**src/rtl/wb_stage.sv**
```systemverilog
// Writeback stage: selects the memory or ALU result and writes it to a 64-bit
// register-file port as three consecutive beats, pulsing retired on completion.
module wb_stage #(
   parameter int unsigned DATA_W = 192,
   parameter int unsigned BEAT_W = 64,
   parameter int unsigned REG_AW = 5
) (
   input  logic              clk,
   input  logic              rst,
   input  logic              in_valid,
   output logic              in_ready,
   input  logic [3:0]        mem,
   input  logic              wb_en,
   input  logic [REG_AW-1:0] rd,
   input  logic [DATA_W-1:0] alu_result,
   input  logic [DATA_W-1:0] mem_data,
   output logic              rf_we,
   output logic [REG_AW-1:0] rf_addr,
   output logic [1:0]        rf_beat,
   output logic [BEAT_W-1:0] rf_wdata,
   output logic              busy,
   output logic              retired
);

   localparam logic [1:0] LAST_BEAT = 2'd2;
   localparam logic [2:0] MEM_LOAD  = 3'b000;

   typedef enum logic {IDLE, WRITE} state_t;

   state_t              state_q, state_d;
   logic [1:0]          cnt_q, cnt_d;
   logic [DATA_W-1:0]   data_q, data_d;
   logic [REG_AW-1:0]   rd_q, rd_d;
   logic                accept, is_load, suppress;

   logic                write_d;
   logic                in_ready_d, rf_we_d, busy_d, retired_d;
   logic [REG_AW-1:0]   rf_addr_d;
   logic [1:0]          rf_beat_d;
   logic [BEAT_W-1:0]   rf_wdata_d, beat_sel;

   // State register
   always_ff @(posedge clk or negedge rst) begin
      if (!rst) state_q <= IDLE;
      else      state_q <= state_d;
   end

   // Next-state, beat counter and captured operands
   always_comb begin
      state_d  = state_q;
      cnt_d    = cnt_q;
      data_d   = data_q;
      rd_d     = rd_q;
      accept   = 1'b0;
      is_load  = mem[3] && (mem[2:0] == MEM_LOAD);
      suppress = !wb_en || (mem[3] && (mem[2:0] != MEM_LOAD));
      case (state_q)
         IDLE: begin
            if (in_valid) begin
               accept = 1'b1;
               data_d = is_load ? mem_data : alu_result;
               rd_d   = rd;
               if (!suppress) begin
                  state_d = WRITE;
                  cnt_d   = 2'd0;
               end
            end
         end
         WRITE: begin
            if (cnt_q == LAST_BEAT) begin
               state_d = IDLE;
               cnt_d   = 2'd0;
            end else begin
               cnt_d = cnt_q + 2'd1;
            end
         end
         default: state_d = IDLE;
      endcase
   end

   // Output values for the next cycle, so every output comes straight from a flop
   always_comb begin
      write_d = (state_d == WRITE);
      case (cnt_d)
         2'd0:    beat_sel = data_d[BEAT_W-1:0];
         2'd1:    beat_sel = data_d[2*BEAT_W-1 -: BEAT_W];
         default: beat_sel = data_d[3*BEAT_W-1 -: BEAT_W];
      endcase
      in_ready_d = !write_d;
      busy_d     = write_d;
      rf_we_d    = write_d;
      rf_addr_d  = write_d ? rd_d : '0;
      rf_beat_d  = write_d ? cnt_d : 2'd0;
      rf_wdata_d = write_d ? beat_sel : '0;
      retired_d  = (write_d && (cnt_d == LAST_BEAT)) || (accept && suppress);
   end

   always_ff @(posedge clk or negedge rst) begin
      if (!rst) begin
         cnt_q    <= 2'd0;
         data_q   <= '0;
         rd_q     <= '0;
         in_ready <= 1'b1;
         busy     <= 1'b0;
         rf_we    <= 1'b0;
         rf_addr  <= '0;
         rf_beat  <= 2'd0;
         rf_wdata <= '0;
         retired  <= 1'b0;
      end else begin
         cnt_q    <= cnt_d;
         data_q   <= data_d;
         rd_q     <= rd_d;
         in_ready <= in_ready_d;
         busy     <= busy_d;
         rf_we    <= rf_we_d;
         rf_addr  <= rf_addr_d;
         rf_beat  <= rf_beat_d;
         rf_wdata <= rf_wdata_d;
         retired  <= retired_d;
      end
   end

endmodule

```
**config.mk**
```make
export PLATFORM = sky130hd
export DESIGN_NAME = wb_stage
export DESIGN_NICKNAME = d
export VERILOG_FILES = /design/src/rtl/wb_stage.sv
export SDC_FILE = /design/constraint.sdc
export NUM_CORES = 1
export LEC_CHECK = 0
export ABC_AREA = 1
export CAP_MARGIN = 20
export CORE_AREA = 3 3 182 184
export CTS_CLUSTER_DIAMETER = 50
export DETAILED_ROUTE_END_ITERATION = 16
export DIE_AREA = 0 0 185 187
export HOLD_SLACK_MARGIN = 0.03
export PLACE_DENSITY = 0.8
export SLEW_MARGIN = 20
export SYNTH_ARGS = -nofsm -noshare
export SYNTH_HDL_FRONTEND = slang
export SYNTH_SLANG_ARGS = --single-unit
export TNS_END_PERCENT = 100
```
**constraint.sdc**
```tcl
create_clock -name clk -period 2.6 [get_ports clk]
set_input_delay 0.52 -clock clk [delete_from_list [all_inputs] [get_ports clk]]
set_output_delay 0.52 -clock clk [all_outputs]
set_load 0.1 [all_outputs]
```
Word-level counts from Yosys, hierarchy flattened
Index checks and enable logic that the tools add are counted.
{"block": "word_totals", "ram_bits": 0, "latchBits": 0, "memories": 0, "ff_bits": 273, "rom_bits": 0, "output_inout_bits": 75, "input_bits": 397, "wordCells": 44}
{"block": "classes", "n_div": 0, "reduce_logical": 11, "n_eq_ne": 3, "n_shift": 0, "n_mux": 19, "n_lt_le_gt_ge": 0, "n_bitwise": 1, "add_sub_neg": 1, "multipliers": 0}
{"op": "$mux W192", "n": 3}
{"op": "$pmux W64 S2", "n": 1}
{"op": "$mux W64", "n": 1}
{"op": "$mux W5", "n": 3}
{"op": "$mux W2", "n": 4}
{"op": "$mux W1", "n": 5}
{"op": "$eq A2 B2 Y1 const B", "n": 2}
{"op": "$logic_and A1 B1 Y1", "n": 4}
{"op": "$pmux W2 S2", "n": 1}
{"op": "$logic_not A3 Y1", "n": 1}
{"op": "$reduce_bool A3 Y1", "n": 1}
{"op": "$add A2 B1 Y2 const B", "n": 1}
{"op": "$eq A2 B1 Y1 const B", "n": 1}
{"op": "$logic_not A1 Y1", "n": 2}
{"op": "$logic_not A2 Y1", "n": 1}
{"op": "$logic_or A1 B1 Y1", "n": 2}
{"op": "$pmux W1 S2", "n": 1}
{"op": "$not A1 Y1", "n": 1}

Longest topological paths before layout
{"block": "depth", "word_depth": 9, "ltp_mapped": 11, "ltp_nobuf": 10}

Worst setup path after synthesis
Ideal clock, no wire load.
{"block": "synth_path", "kind": "reg-to-reg", "start": "register, netlist name busy", "end": "register rf_wdata[23]", "stages_incl_launch_ff": 11, "period_less_slack_ps": 2113, "arrival_ps": 1998, "setup_time_ps": 115, "t_required_ps": 2485, "slack_ps": 487, "cell_sequence": "dfrtp_1 inv_2 nand2_4 inv_2 buf_6 buf_4 buf_2 o211ai_1 nand3_1 nand2_1 nor2_1"}
{"item": "to (signal assigned)", "line": "119", "source": "rf_wdata <= rf_wdata_d;"}
{"item": "to (decl)", "line": "20", "source": "output logic [BEAT_W-1:0] rf_wdata,"}

Final worst setup path
{"block": "layout_path", "start": "input port mem[1]", "end": "register rf_wdata[11]"}
{"block": "layout_via", "elab_chain_cells": 9, "elab_cells_between_ends": 18}
{"item": "from (decl)", "line": "12", "source": "input logic [3:0] mem,"}
{"item": "$reduce_bool A3 Y1", "line": "56", "source": "suppress = !wb_en || (mem[3] && (mem[2:0] != MEM_LOAD));"}
{"item": "$logic_and A1 B1 Y1", "line": "56"}
{"item": "$logic_or A1 B1 Y1", "line": "56"}
{"item": "$mux W2", "line": "63", "source": "if (!suppress) begin"}
{"item": "$mux W2", "line": "59", "source": "if (in_valid) begin"}
{"item": "$pmux W2 S2", "line": "57", "source": "case (state_q)"}
{"item": "$eq A2 B1 Y1 or $logic_not A2 Y1 (tied branches)", "line": "84", "source": "case (cnt_d)"}
{"item": "$pmux W64 S2", "line": "84"}
{"item": "$mux W64 *", "line": "94", "source": "rf_wdata_d = write_d ? beat_sel : '0;"}
{"item": "net rf_wdata_d[11]", "line": "40", "source": "logic [BEAT_W-1:0] rf_wdata_d, beat_sel;"}
Mark *: on every way through the listed nets, which the timed path passes. The rest lies on a longest branch.

==> out/qor.csv <==
stage,metric,value,unit
power,total_power,23.8,mW
final_layout,drive_gt1_share,9.40,%
routing,vias,14356,
worst_hold_path,holdPathStages,1,
clock_tree,cts_sinks,273,
routing,first_pass_iters,5,
logic_synthesis,ys_warn_count,0,
final_layout,fin_cells,2670,
floorplanning,die_height,187,µm
critical_path,crit_path_top_delay_cell,clkdlybuf4s50_1,
sta,min_period,2040,ps
logic_synthesis,synth_top_cell_by_area,dfrtp_1,
logic_synthesis,yosysTopAreaCellShare,48.7,%
sta,rsz0062_at_grt,false,
sta,tns,0,ps
global_route,grt_pass1_wl,74800,µm
final_layout,layout_commonest_cell,nand2_1,
place,dpl.hpwl,35100,µm
sta,min_period_over_period,78.6,%
power,ir_drop,0.629,mV
logic_synthesis,synth-seq-cells,273,
sta,worst-slew-pin-transition,507,ps
global_route,overflow,0,
clock_tree,cts_buffer_depth,3,
global_route,antenna_found_initial,6,
routing,routedWlPerCell,18.0,µm
global_route,grt_util_all_layers,26.9,%
clock_tree,cts-root-buf,clkbuf_16,
power,p_leak,9.68,nW
sta,finClkSkew,13.5,ps
global_route,grt_max_degree,84,
critical_path,critPathLaunchType,primary input,
final_layout,multi_input_area,5670,µm²
clock_tree,clk_latency,530,ps
worst_hold_path,worstHoldStart,cnt_q[1],
run_status,status,finished clean,
critical_path,crit_type,in2reg,
final_layout,nets,2641,
logic_synthesis,synthesis.nets,2218,
place,portBuffers,471,
worst_hold_path,hp-class,reg2reg,
routing,detail_route.vias_per_cell,5.38,
critical_path,cp_common_cell,nand2_1,
logic_synthesis,ys_seq_area_share,48.9,%
critical_path,ff2ff_path_depth,9,
final_layout,seq_area,6830,µm²
critical_path,reg2reg_to,rf_wdata[63],
final_layout,design_area,20200,µm²
logic_synthesis,synth_cell_types,22,
floorplanning,core,31600,µm²
floorplanning,initial_core_util,44.3,%
critical_path,cpLargestDelayFamily,buffers and inverters,
clock_tree,htree_levels,1,
routing,drt_iter0_markers,920,
floorplanning,rows,65,
floorplanning,die-area,34600,µm²
final_layout,final_cell_mix,"nand2_1 (453), clkdlybuf4s50_1 (394), nand3_1 (320)",
floorplanning,fp.dieW,185,µm
sta,whs,471,ps
sta,clock.fmax,0.489,GHz
power,power_density,1180,nW/µm²
routing,drc,0,
logic_synthesis,synth.area.top_cells,"dfrtp_1 (49%), nand2_1 (12%), nand3_1 (11%)",
critical_path,reg2reg_from,busy,
place,dp.cells,2614,
place,placed_cell_area,19200,µm²
place,place.gp.congestion,0.895,
clock_tree,ctsResizeCount,0,
worst_hold_path,whs_endpoint,rf_beat[0],
critical_path,cp_slowest_stage_delay,440,ps
clock_tree,cts_buffers,29,
floorplanning,pin_count,472,
logic_synthesis,syn-cell-area,14000,µm²
critical_path,worstPathRequired,3020,ps
sta,max_slew_margin,66.2,%
sta,hold_viol_final,0,
critical_path,critical_path_arrival,2470,ps
logic_synthesis,syn_avg_cell_area,7.67,µm²
routing,wl,48200,µm
final_layout,area_growth,44.6,%
critical_path,worst-path-buf-inv,3,
critical_path,worstPathMaxFanout,25,
logic_synthesis,syn_inst,1821,
clock_tree,cts.clk_slew.worst_paths,60,ps
sta,setup_viol_count_final,0,
run,max_cap_violations,0,
final_layout,fillers,2647,
critical_path,r2r_setup_slack,620,ps
critical_path,crit_path_cell_trace,clkdlybuf4s50_1 -> nor2_4 -> nand2_1 -> nand2_1 -> nand3_1 -> a21oi_4 -> buf_12 -> buf_4 -> nand3_1 -> nand2_1 -> nor2_1,
sta,slew_viol_final,0,
clock_tree,cts_tree,built,
routing,ant_nets,0,
critical_path,end_kind,flop,
global_route,grt_pass1_vias,14459,
[worst max path at each step]
| stage | from | end | slack [ps] | depth (start not counted) |
|---|---|---|---|---|
| floorplan | busy | rf_wdata[23] | 490 | 10 |
| global placement | mem[1] | rf_wdata[62] | 70 | 11 |
| detailed placement | mem[1] | rf_wdata[40] | 40 | 11 |
| CTS | mem[1] | rf_wdata[11] | 580 | 11 |
| global route | mem[1] | rf_wdata[11] | 370 | 11 |
| finish | mem[1] | rf_wdata[11] | 560 | 11 |
[per-layer routing]
metal	GRT usage, %	vias up	share of wire [%]
met5	0	-	0.10
met4	12.3	8	4.6
met3	5.52	137	8.6
met2	44.8	620	47
met1	33.5	6718	39
li1	-	6873	-
[worst reg2reg max path, cell delays in order (launching register included)]
cell and delay (ps):
dfrtp_1 490, inv_2 140, nand2_4 90, inv_8 210, buf_12 250, nand3_1 190
o21ai_0 240, nand3_1 130, nand2_1 100, nor2_1 40
[repair_timing]
action / 4_1_cts / 5_1_grt
hold endpoints to repair: 51 / 0
hold buffers: 1 / 0
buffers inserted: 0 / 0
[layout make-up]
| type | instances | area share (%) |
|---|---|---|
| sequential | 273 | 33.8 |
| clock buffer | 42 | 4.03 |
| antenna | 2 | 0.0248 |
| tap | 402 | 2.49 |
| inverter | 205 | 3.86 |
| multi-input combinational | 1188 | 28.1 |
| timing repair buffer | 547 | 26.8 |
| clock inverter | 11 | 0.880 |
[kinds of logic after synthesis]
| family | Yosys count | synth area share (%) |
|---|---|---|
| DFF | 273 | 48.9 |
| buffers and inverters | 360 | 10.8 |
| and+or+nand+nor | 987 | 31.9 |
| AOI/OAI and AO/OA | 201 | 8.33 |
[Yosys cell counts (all sizes together)]
| cell | number |
|---|---|
| nand4 | 129 |
| nand2 | 456 |
| or2 | 6 |
| nand3 | 321 |
| nor3 | 1 |
| clkbuf | 60 |
| a21oi | 4 |
| nor2 | 74 |
| buf | 95 |
| o211ai | 63 |
| inv | 205 |
| dfrtp | 272 |
| o21ai | 134 |
| dfstp | 1 |
[registers in the layout, summed over array words and instances, names as in the netlist]
register,flops
rf_wdata,64
cnt_q,2
rf_addr,5
busy,1
retired,1
rf_beat,2
rd_q,5
data_q,192
in_ready,1
[report_power, final]
part	total, mW	switching [mW]	internal (mW)
clock	4.27	1.68	2.59
combinational	12.5	8.80	3.69
sequential	7.00	0.697	6.30
total	23.8	11.2	12.6
[per-stage QoR]
step	utilization, %	setup WS [ps]
detailed placement	60.8	40.0
global placement	60.8	74.3
CTS	64.0	577
floorplan	-	487
global route	64.0	368
finish	64.0	556
(Power assumes the default switching activity.)
